**src/rtl/program_mem_arbiter_if.sv**
```systemverilog
// Consumer and program-memory read channel bundle for the arbiter.
// master: arbiter side; slave: fetch units plus program memory.
interface program_mem_arbiter_if #(
  parameter int NUM_CONSUMERS         = 4,
  parameter int PROGRAM_MEM_ADDR_BITS = 8,
  parameter int PROGRAM_MEM_DATA_BITS = 16
);
  localparam int NC = NUM_CONSUMERS;
  localparam int AW = PROGRAM_MEM_ADDR_BITS;
  localparam int DW = PROGRAM_MEM_DATA_BITS;

  logic [NC-1:0]         consumer_read_valid;
  logic [NC-1:0][AW-1:0] consumer_read_address;
  logic [NC-1:0]         consumer_read_ready;
  logic [NC-1:0][DW-1:0] consumer_read_data;
  logic                  program_mem_read_valid;
  logic [AW-1:0]         program_mem_read_address;
  logic                  program_mem_read_ready;
  logic [DW-1:0]         program_mem_read_data;

  modport master (
    input  consumer_read_valid,
    input  consumer_read_address,
    output consumer_read_ready,
    output consumer_read_data,
    output program_mem_read_valid,
    output program_mem_read_address,
    input  program_mem_read_ready,
    input  program_mem_read_data
  );

  modport slave (
    output consumer_read_valid,
    output consumer_read_address,
    input  consumer_read_ready,
    input  consumer_read_data,
    input  program_mem_read_valid,
    input  program_mem_read_address,
    output program_mem_read_ready,
    output program_mem_read_data
  );
endinterface

```
**src/rtl/program_mem_arbiter.sv**
```systemverilog
// Round-robin arbiter sharing one program-memory read channel.
// Ports: clk, reset (sync, high), bus (master), busy, grant_id.
module program_mem_arbiter #(
  parameter int NUM_CONSUMERS         = 4,
  parameter int PROGRAM_MEM_ADDR_BITS = 8,
  parameter int PROGRAM_MEM_DATA_BITS = 16,
  localparam int GW = (NUM_CONSUMERS > 1) ?
                      $clog2(NUM_CONSUMERS) : 1
) (
  input  logic                 clk,
  input  logic                 reset,
  program_mem_arbiter_if.master bus,
  output logic                 busy,
  output logic [GW-1:0]        grant_id
);
  localparam int NC = NUM_CONSUMERS;
  localparam int AW = PROGRAM_MEM_ADDR_BITS;
  localparam int DW = PROGRAM_MEM_DATA_BITS;

  typedef enum logic [1:0] {
    IDLE,
    MEM_WAIT,
    RELAY,
    RELEASE
  } state_t;

  state_t                r_state;
  logic [GW-1:0]         r_rr_ptr;
  logic [GW-1:0]         r_grant;
  logic                  r_busy;
  logic                  r_mem_valid;
  logic [AW-1:0]         r_mem_addr;
  logic [NC-1:0]         r_ready;
  logic [NC-1:0][DW-1:0] r_data;

  logic                  w_hit_hi;
  logic                  w_hit_lo;
  logic [GW-1:0]         w_pick_hi;
  logic [GW-1:0]         w_pick_lo;
  logic [GW-1:0]         w_pick;
  logic [GW-1:0]         w_next_ptr;

  // Two searches: lowest requester at or above rr_ptr, and lowest
  // overall as the wrap-around fallback. Descending loop so the
  // lowest index is the last one written.
  always_comb begin
    w_hit_hi  = 1'b0;
    w_hit_lo  = 1'b0;
    w_pick_hi = '0;
    w_pick_lo = '0;
    for (int i = NC - 1; i >= 0; i--) begin
      if (bus.consumer_read_valid[i]) begin
        w_hit_lo  = 1'b1;
        w_pick_lo = GW'(i);
        if (GW'(i) >= r_rr_ptr) begin
          w_hit_hi  = 1'b1;
          w_pick_hi = GW'(i);
        end
      end
    end
  end

  assign w_pick     = w_hit_hi ? w_pick_hi : w_pick_lo;
  assign w_next_ptr = (r_grant == GW'(NC - 1)) ?
                      '0 : r_grant + GW'(1);

  always_ff @(posedge clk) begin
    if (reset) begin
      r_state     <= IDLE;
      r_rr_ptr    <= '0;
      r_grant     <= '0;
      r_busy      <= 1'b0;
      r_mem_valid <= 1'b0;
      r_mem_addr  <= '0;
      r_ready     <= '0;
      r_data      <= '0;
    end else begin
      unique case (r_state)
        IDLE: begin
          if (w_hit_lo) begin
            r_mem_valid <= 1'b1;
            r_mem_addr  <= bus.consumer_read_address[w_pick];
            r_grant     <= w_pick;
            r_busy      <= 1'b1;
            r_state     <= MEM_WAIT;
          end
        end
        MEM_WAIT: begin
          if (bus.program_mem_read_ready) begin
            r_mem_valid      <= 1'b0;
            r_data[r_grant]  <= bus.program_mem_read_data;
            r_ready[r_grant] <= 1'b1;
            r_state          <= RELAY;
          end
        end
        RELAY: begin
          r_ready <= '0;
          r_state <= RELEASE;
        end
        RELEASE: begin
          // Fetch units drop valid a couple of cycles after the
          // pulse; hold off so that stale valid is not re-granted.
          if (!bus.consumer_read_valid[r_grant]) begin
            r_state  <= IDLE;
            r_busy   <= 1'b0;
            r_rr_ptr <= w_next_ptr;
          end
        end
        default: r_state <= IDLE;
      endcase
    end
  end

  assign bus.consumer_read_ready      = r_ready;
  assign bus.consumer_read_data       = r_data;
  assign bus.program_mem_read_valid   = r_mem_valid;
  assign bus.program_mem_read_address = r_mem_addr;
  assign busy                         = r_busy;
  assign grant_id                     = r_grant;
endmodule

```
**src/flat_wrapper.sv**
```systemverilog
// flat-port wrapper written by rule: the top's interface ports become plain ports
module program_mem_arbiter_flat 
#(
  parameter int NUM_CONSUMERS         = 4,
  parameter int PROGRAM_MEM_ADDR_BITS = 8,
  parameter int PROGRAM_MEM_DATA_BITS = 16,
  localparam int GW = (NUM_CONSUMERS > 1) ?
                      $clog2(NUM_CONSUMERS) : 1
)
  (clk, reset, busy, grant_id, bus_consumer_read_valid, bus_consumer_read_address, bus_consumer_read_ready, bus_consumer_read_data, bus_program_mem_read_valid, bus_program_mem_read_address, bus_program_mem_read_ready, bus_program_mem_read_data);
  program_mem_arbiter_if #(.NUM_CONSUMERS(NUM_CONSUMERS), .PROGRAM_MEM_ADDR_BITS(PROGRAM_MEM_ADDR_BITS), .PROGRAM_MEM_DATA_BITS(PROGRAM_MEM_DATA_BITS)) bus_i ();
  input  logic clk;
  input  logic reset;
  output logic busy;
  output logic [GW-1:0] grant_id;
  input wire logic [$bits(bus_i.consumer_read_valid)-1:0] bus_consumer_read_valid;
  input wire logic [$bits(bus_i.consumer_read_address)-1:0] bus_consumer_read_address;
  output wire logic [$bits(bus_i.consumer_read_ready)-1:0] bus_consumer_read_ready;
  output wire logic [$bits(bus_i.consumer_read_data)-1:0] bus_consumer_read_data;
  output wire logic [$bits(bus_i.program_mem_read_valid)-1:0] bus_program_mem_read_valid;
  output wire logic [$bits(bus_i.program_mem_read_address)-1:0] bus_program_mem_read_address;
  input wire logic [$bits(bus_i.program_mem_read_ready)-1:0] bus_program_mem_read_ready;
  input wire logic [$bits(bus_i.program_mem_read_data)-1:0] bus_program_mem_read_data;
  assign bus_i.consumer_read_valid = bus_consumer_read_valid;
  assign bus_i.consumer_read_address = bus_consumer_read_address;
  assign bus_consumer_read_ready = bus_i.consumer_read_ready;
  assign bus_consumer_read_data = bus_i.consumer_read_data;
  assign bus_program_mem_read_valid = bus_i.program_mem_read_valid;
  assign bus_program_mem_read_address = bus_i.program_mem_read_address;
  assign bus_i.program_mem_read_ready = bus_program_mem_read_ready;
  assign bus_i.program_mem_read_data = bus_program_mem_read_data;
  program_mem_arbiter #(.NUM_CONSUMERS(NUM_CONSUMERS), .PROGRAM_MEM_ADDR_BITS(PROGRAM_MEM_ADDR_BITS), .PROGRAM_MEM_DATA_BITS(PROGRAM_MEM_DATA_BITS)) u_core (.clk(clk), .reset(reset), .bus(bus_i), .busy(busy), .grant_id(grant_id));
endmodule
```
**config.mk**
```make
export PLATFORM = sky130hd
export DESIGN_NAME = program_mem_arbiter_flat
export DESIGN_NICKNAME = d
export VERILOG_FILES = /design/src/rtl/program_mem_arbiter_if.sv /design/src/rtl/program_mem_arbiter.sv /design/src/flat_wrapper.sv
export SDC_FILE = /design/constraint.sdc
export NUM_CORES = 1
export LEC_CHECK = 0
export ABC_AREA = 1
export BUFFER_PORTS_ARGS = -buffer_cell sky130_fd_sc_hd__buf_4
export CORE_MARGIN = 2
export CORE_UTILIZATION = 45
export DETAILED_ROUTE_END_ITERATION = 6
export GPL_ROUTABILITY_DRIVEN = 0
export PLACE_DENSITY = 0.77
export SLEW_MARGIN = 5
export SYNTH_ARGS = -nofsm -noshare
export SYNTH_HDL_FRONTEND = slang
export SYNTH_SLANG_ARGS = --single-unit
```
**constraint.sdc**
```tcl
create_clock -name clk -period 4.5 [get_ports clk]
set_input_delay 0.225 -clock clk [delete_from_list [all_inputs] [get_ports clk]]
set_output_delay 0.225 -clock clk [all_outputs]
set_load 0.02 [all_outputs]
```
**After elaboration in Yosys (flattened, before gate mapping)**

Cells that the tools add are included.

- Flip-flop bits (word level): 84
- Logic and storage cells: 86
- Output and inout bits: 80
- Input bits: 55

- Equal/unequal tests: 7
- $lt $le $gt $ge: 7
- Bitwise operators: 2
- Reduce and logical (&&, ||, !) cells: 12
- $add $sub $neg: 1
- Multiplexer cells: 46

Operator list:

| operator | number |
|---|---|
| $bwmux 64 | 1 |
| $mux 2 | 17 |
| $demux 16 s2 | 1 |
| $mux 1 | 17 |
| $bmux 8 s2 | 1 |
| $mux 16 | 1 |
| $reduce_and 3->1 | 3 |
| $mux 8 | 1 |
| $pmux 2 s4 | 1 |
| $pmux 4 s2 | 1 |
| $reduce_and 2->1 | 4 |
| $eq 2x2->1 const B | 3 |
| $lt 2x3->1 const B | 2 |
| $reduce_bool 2->1 | 3 |
| $ge 1x2->1 const A | 2 |
| $ge 2x2->1 const A | 2 |
| $mux 4 | 1 |
| $ne 2x2->1 const B | 2 |
| $or 4x4->4 | 1 |
| $pmux 1 s2 | 2 |
| $add 2x1->2 const B | 1 |
| $bmux 1 s2 | 1 |
| $demux 1 s2 | 1 |
| $eq 2x1->1 const B | 1 |
| other kinds (5) | 5 |

**Logic depth before layout (Yosys ltp)**

- Depth after elaboration: 12
- Gate-level depth with buffers: 12
- Mapped depth without buffers: 11

**Worst setup path after synthesis**

No wires, ideal clock.

- Path kind: register to register
- From: register u_core.r_grant[0] (netlist: u_core.grant_id[0])
- To: register u_core.r_data, in the netlist u_core.bus.consumer_read_data[10]
- Cell stages (with the launch flop): 8
- Data required time: 4.430 ns
- Arrival time: 1.657 ns
- Slack: 2.773 ns
- Buffers on the path: 2
- Library setup time: 0.070 ns
- Period minus slack after synthesis: 1.727 ns
- Cell sequence: dfxtp_1 > inv_1 > ha_1 > clkbuf_1 > nand2_1 > clkbuf_1 > nand2_1 > a21oi_1

- Cells in the longest elaborated chain, start to end: 5
- Elaborated cells between the ends (all ways): 6
- Those cells by class: 2 x order compare; 3 x mux; 1 x reduce/logical

Ends and longest elaborated chain:

| element | RTL line | source |
|---|---|---|
| start: declaration | program_mem_arbiter.sv:29 | `logic [GW-1:0] r_grant;` |
| start signal: assignment | program_mem_arbiter.sv:83 | `r_grant <= w_pick;` |
| $lt 2x3->1 (implied by the code) / $ge 2x1->1 (equally long branches) | program_mem_arbiter.sv:91 | `r_data[r_grant] <= bus.program_mem_read_data;` |
| $logic_and 1x1->1 (implied by the code) | program_mem_arbiter.sv:91 |  |
| $mux 16 (implied by the code) | program_mem_arbiter.sv:91 |  |
| $demux 16 s2 * | - |  |
| $bwmux 64 * | program_mem_arbiter.sv:91 |  |
| end signal: indexed assignment | program_mem_arbiter.sv:91 |  |
| end: declaration | program_mem_arbiter.sv:34 | `logic [NC-1:0][DW-1:0] r_data;` |

Every way passes the cells marked *; elsewhere a longest branch is shown, timed or not.
A chain may end at the register's enable or synchronous reset.

**Final worst setup path**

- From: register u_core.r_state[1]
- To: register u_core.r_data, in the netlist u_core.bus.consumer_read_data[62]

- Cells in the longest elaborated chain, start to end: 2

Ends and longest elaborated chain:

| element | RTL line | source |
|---|---|---|
| start: declaration | program_mem_arbiter.sv:27 | `state_t r_state;` |
| start signal: assignment | program_mem_arbiter.sv:69 | `r_state <= IDLE;` |
| start signal: assignment | program_mem_arbiter.sv:85 | `r_state <= MEM_WAIT;` |
| start signal: assignment | program_mem_arbiter.sv:93 | `r_state <= RELAY;` |
| $eq 2x1->1 | program_mem_arbiter.sv:78 | `unique case (r_state)` |
| $reduce_and 2->1 (no line) | - |  |

Every way passes these cells.

==> qor.yml <==
clockBufferDepth: 2
syn_inst: 505
post_cts_buffers: 0
ir_worst_vdd_uv: 366
min_period_over_period_pct: 56.4
gr-total-overflow: 0
fillerInstances: 706
core-area_sq_um: 7770
netSwitchingFraction_pct: 39.1
fmax_mhz: 394
cp_cell_sequence: "inv_1 > ha_1 > nand2_1 > inv_2 > nand2_1 > nand2_1 > a21oi_1"
final_common_cell: "buf_4"
grt_pass1_wl_mm: 15.7
worstPathArrival_ps: 2750
rsz0062_at_grt: "no"
n_antenna_cell: 0
tns_ps: 0
path_max_fanout: 68
outcome: "complete, no violations"
synth_top_family_by_area: "simple AND/OR/NAND/NOR gates"
cpMostUsedCell: "nand2_1"
place_ws_ps: 1930
synth_nets: 569
yosys-mux-area-fraction_pct: 0
period_needed_ps: 2540
worstSetupPathType: "reg2reg"
hold_viol: 0
ios: 135
cts_root_buf: "clkbuf_8"
synth-compound-area-share_pct: 13.5
synth_area_sq_um: 3640
power_density_nw_per_um2: 475
pwr-share-comb_pct: 36.8
clock-sinks: 84
setup_viol: 0
final_area_sq_um: 4820
worstSetupEndpointType: "register"
required_ps: 4710
drv_slew: 0
dp_hpwl_mm: 7.07
maxSlewHeadroom_pct: 34.2
layout_setup_ws_ps: 1960
syn_to_final_growth_pct: 32.5
grt.total_usage_pct: 22.5
synth_xor_xnor_area_share_pct: 0
leakagePower_nw: 2.18
p_seq_share_pct: 39.8
cpPeakStageDelay_ps: 720
hold_ws_ps: 96.1
pwr-share-clk_pct: 23.4
clkTransAtPathRegs_ps: 90
start_util_pct: 46.9
p_int_mw: 1.39
cts-htree-levels: 3
drive_above_1_share_pct: 24.9
vias_per_cell: 5.14
holdBufCountCts: 0
clk_latency_ps: 350
grt_pass1_vias: 3436
num_rows: 32
synthAdderAreaFrac_pct: 3.09
nets: 682
post_cts_resized: 0
routed_wl_mm: 9.84
yosys.cell_types.count: 20
yosysSeqAreaShare_pct: 46.2
crit_path_start_kind: "register"
dieArea_sq_um: 8830
numPortBuffers: 134
maxCapViolCount: 0
drc: 0
slowest_stage: "inv_2"
drtIter0Drc: 228
drt-pass1-iter-count: 5
wl_per_cell_microns: 13.6
route.vias.total: 3728
synth-simple-area-share_pct: 28.5
ant_nets: 0
placed_area_sq_um: 4620
fin_util_pct: 62.1
die_h_microns: 94.0
avgSynthCellArea_sq_um: 7.21
antenna_found_initial: 0
synth-seq-cells: 84
multiInputGateArea_sq_um: 1640
regArea_sq_um: 1680
layout_common_cells: "134 x buf_4, 114 x nand2_1, 96 x nand3_1, 84 x dfxtp_1, 76 x a21oi_1"
power.switching_mw: 0.895
cts_tree: "done"
die_x_microns: 94.0
worst_slew_pin_slew_ps: 985
worstHoldPathType: "in2reg"
numCtsBuffers: 9
yosys_warnings: 0
grt_max_degree: 77
skew_ps: 9.05
==> Yosys cell counts (all sizes together) <==
| cell | number | area share, % |
|---|---|---|
| o211a | 1 | 0.27 |
| a211oi | 3 | 0.62 |
| nand3 | 97 | 13 |
| nor3 | 1 | 0.14 |
| dfxtp | 84 | 46 |
| o21ai | 11 | 1.5 |
| a21oi | 78 | 11 |
| o21a | 1 | 0.21 |
| buf | 13 | 2.2 |
| clkbuf | 19 | 2.0 |
| nor2 | 29 | 3.0 |
| ha | 9 | 3.1 |
| inv | 44 | 4.5 |
| nand2 | 115 | 12 |
==> flip-flops by register name, indices dropped and copies added (netlist names) <==
register,cells
u_core.r_state,2
u_core.busy,1
u_core.bus.consumer_read_ready,4
u_core.grant_id,2
u_core.bus.consumer_read_data,64
u_core.bus.program_mem_read_address,8
u_core.r_rr_ptr,2
u_core.bus.program_mem_read_valid,1
==> critical path, delay by kind of cell, from the launching register on <==
family,cells,cell delay (ps)
and+or+nand+nor,3,910
buffers and inverters,2,840
DFF,1,330
adders and majority gates,1,230
AOI/OAI and AO/OA,1,80
==> layer usage <==
layer / track usage (%) / wire length [microns]
met1: 27.5 / 4190
met2: 38.3 / 4820
met5: 0 / 0
met4: 7.97 / 150
met3: 5.54 / 671
==> power by group through the flow <==
stage | clock network [mW] | registers, mW | logic [mW]
after CTS | 0.543 | 0.911 | 0.847
after global placement | 0 | 0.924 | 0.824
after detailed placement | 0 | 0.926 | 0.845
after floorplan | 0 | 1.02 | 0.475
after global routing | 0.575 | 0.923 | 0.944
final | 0.536 | 0.911 | 0.842
==> path summary, 6_finish.rpt <==
check                                     from                                     end  slack (ps)  cells after the start
max reg2reg                  u_core.r_state[1]       u_core.bus.consumer_read_data[62]        1960                      7
max                          u_core.r_state[1]       u_core.bus.consumer_read_data[62]        1960                      7
min reg2reg  u_core.bus.consumer_read_data[41]       u_core.bus.consumer_read_data[41]         470                      2
min               bus_consumer_read_address[0]  u_core.bus.program_mem_read_address[0]         100                      3
==> cell families (layout without fill, tap and decap cells) <==
| group | after synthesis | in the layout |
|---|---|---|
| buffers and inverters | 76 | 194 |
| AOI/OAI and AO/OA | 94 | 94 |
| DFF | 84 | 84 |
| adders and majority gates | 9 | 9 |
| and+or+nand+nor | 242 | 242 |
==> cell type report <==
class	instances	share of cell area (%)
Tap cell	102	2.65
Sequential cell	84	34.9
Clock buffer	9	2.57
Inverter	44	3.42
Clock inverter	7	1.56
Multi-Input combinational cell	345	34.1
Timing Repair Buffer	134	20.9
==> stage by stage <==
stage / power (mW) / instances
final: 2.29 / 725
after global routing: 2.44 / 725
after CTS: 2.30 / 725
after detailed placement: 1.77 / 709
after global placement: 1.75 / 709
after floorplan: 1.49 / 505
(Power assumes the default switching activity.)
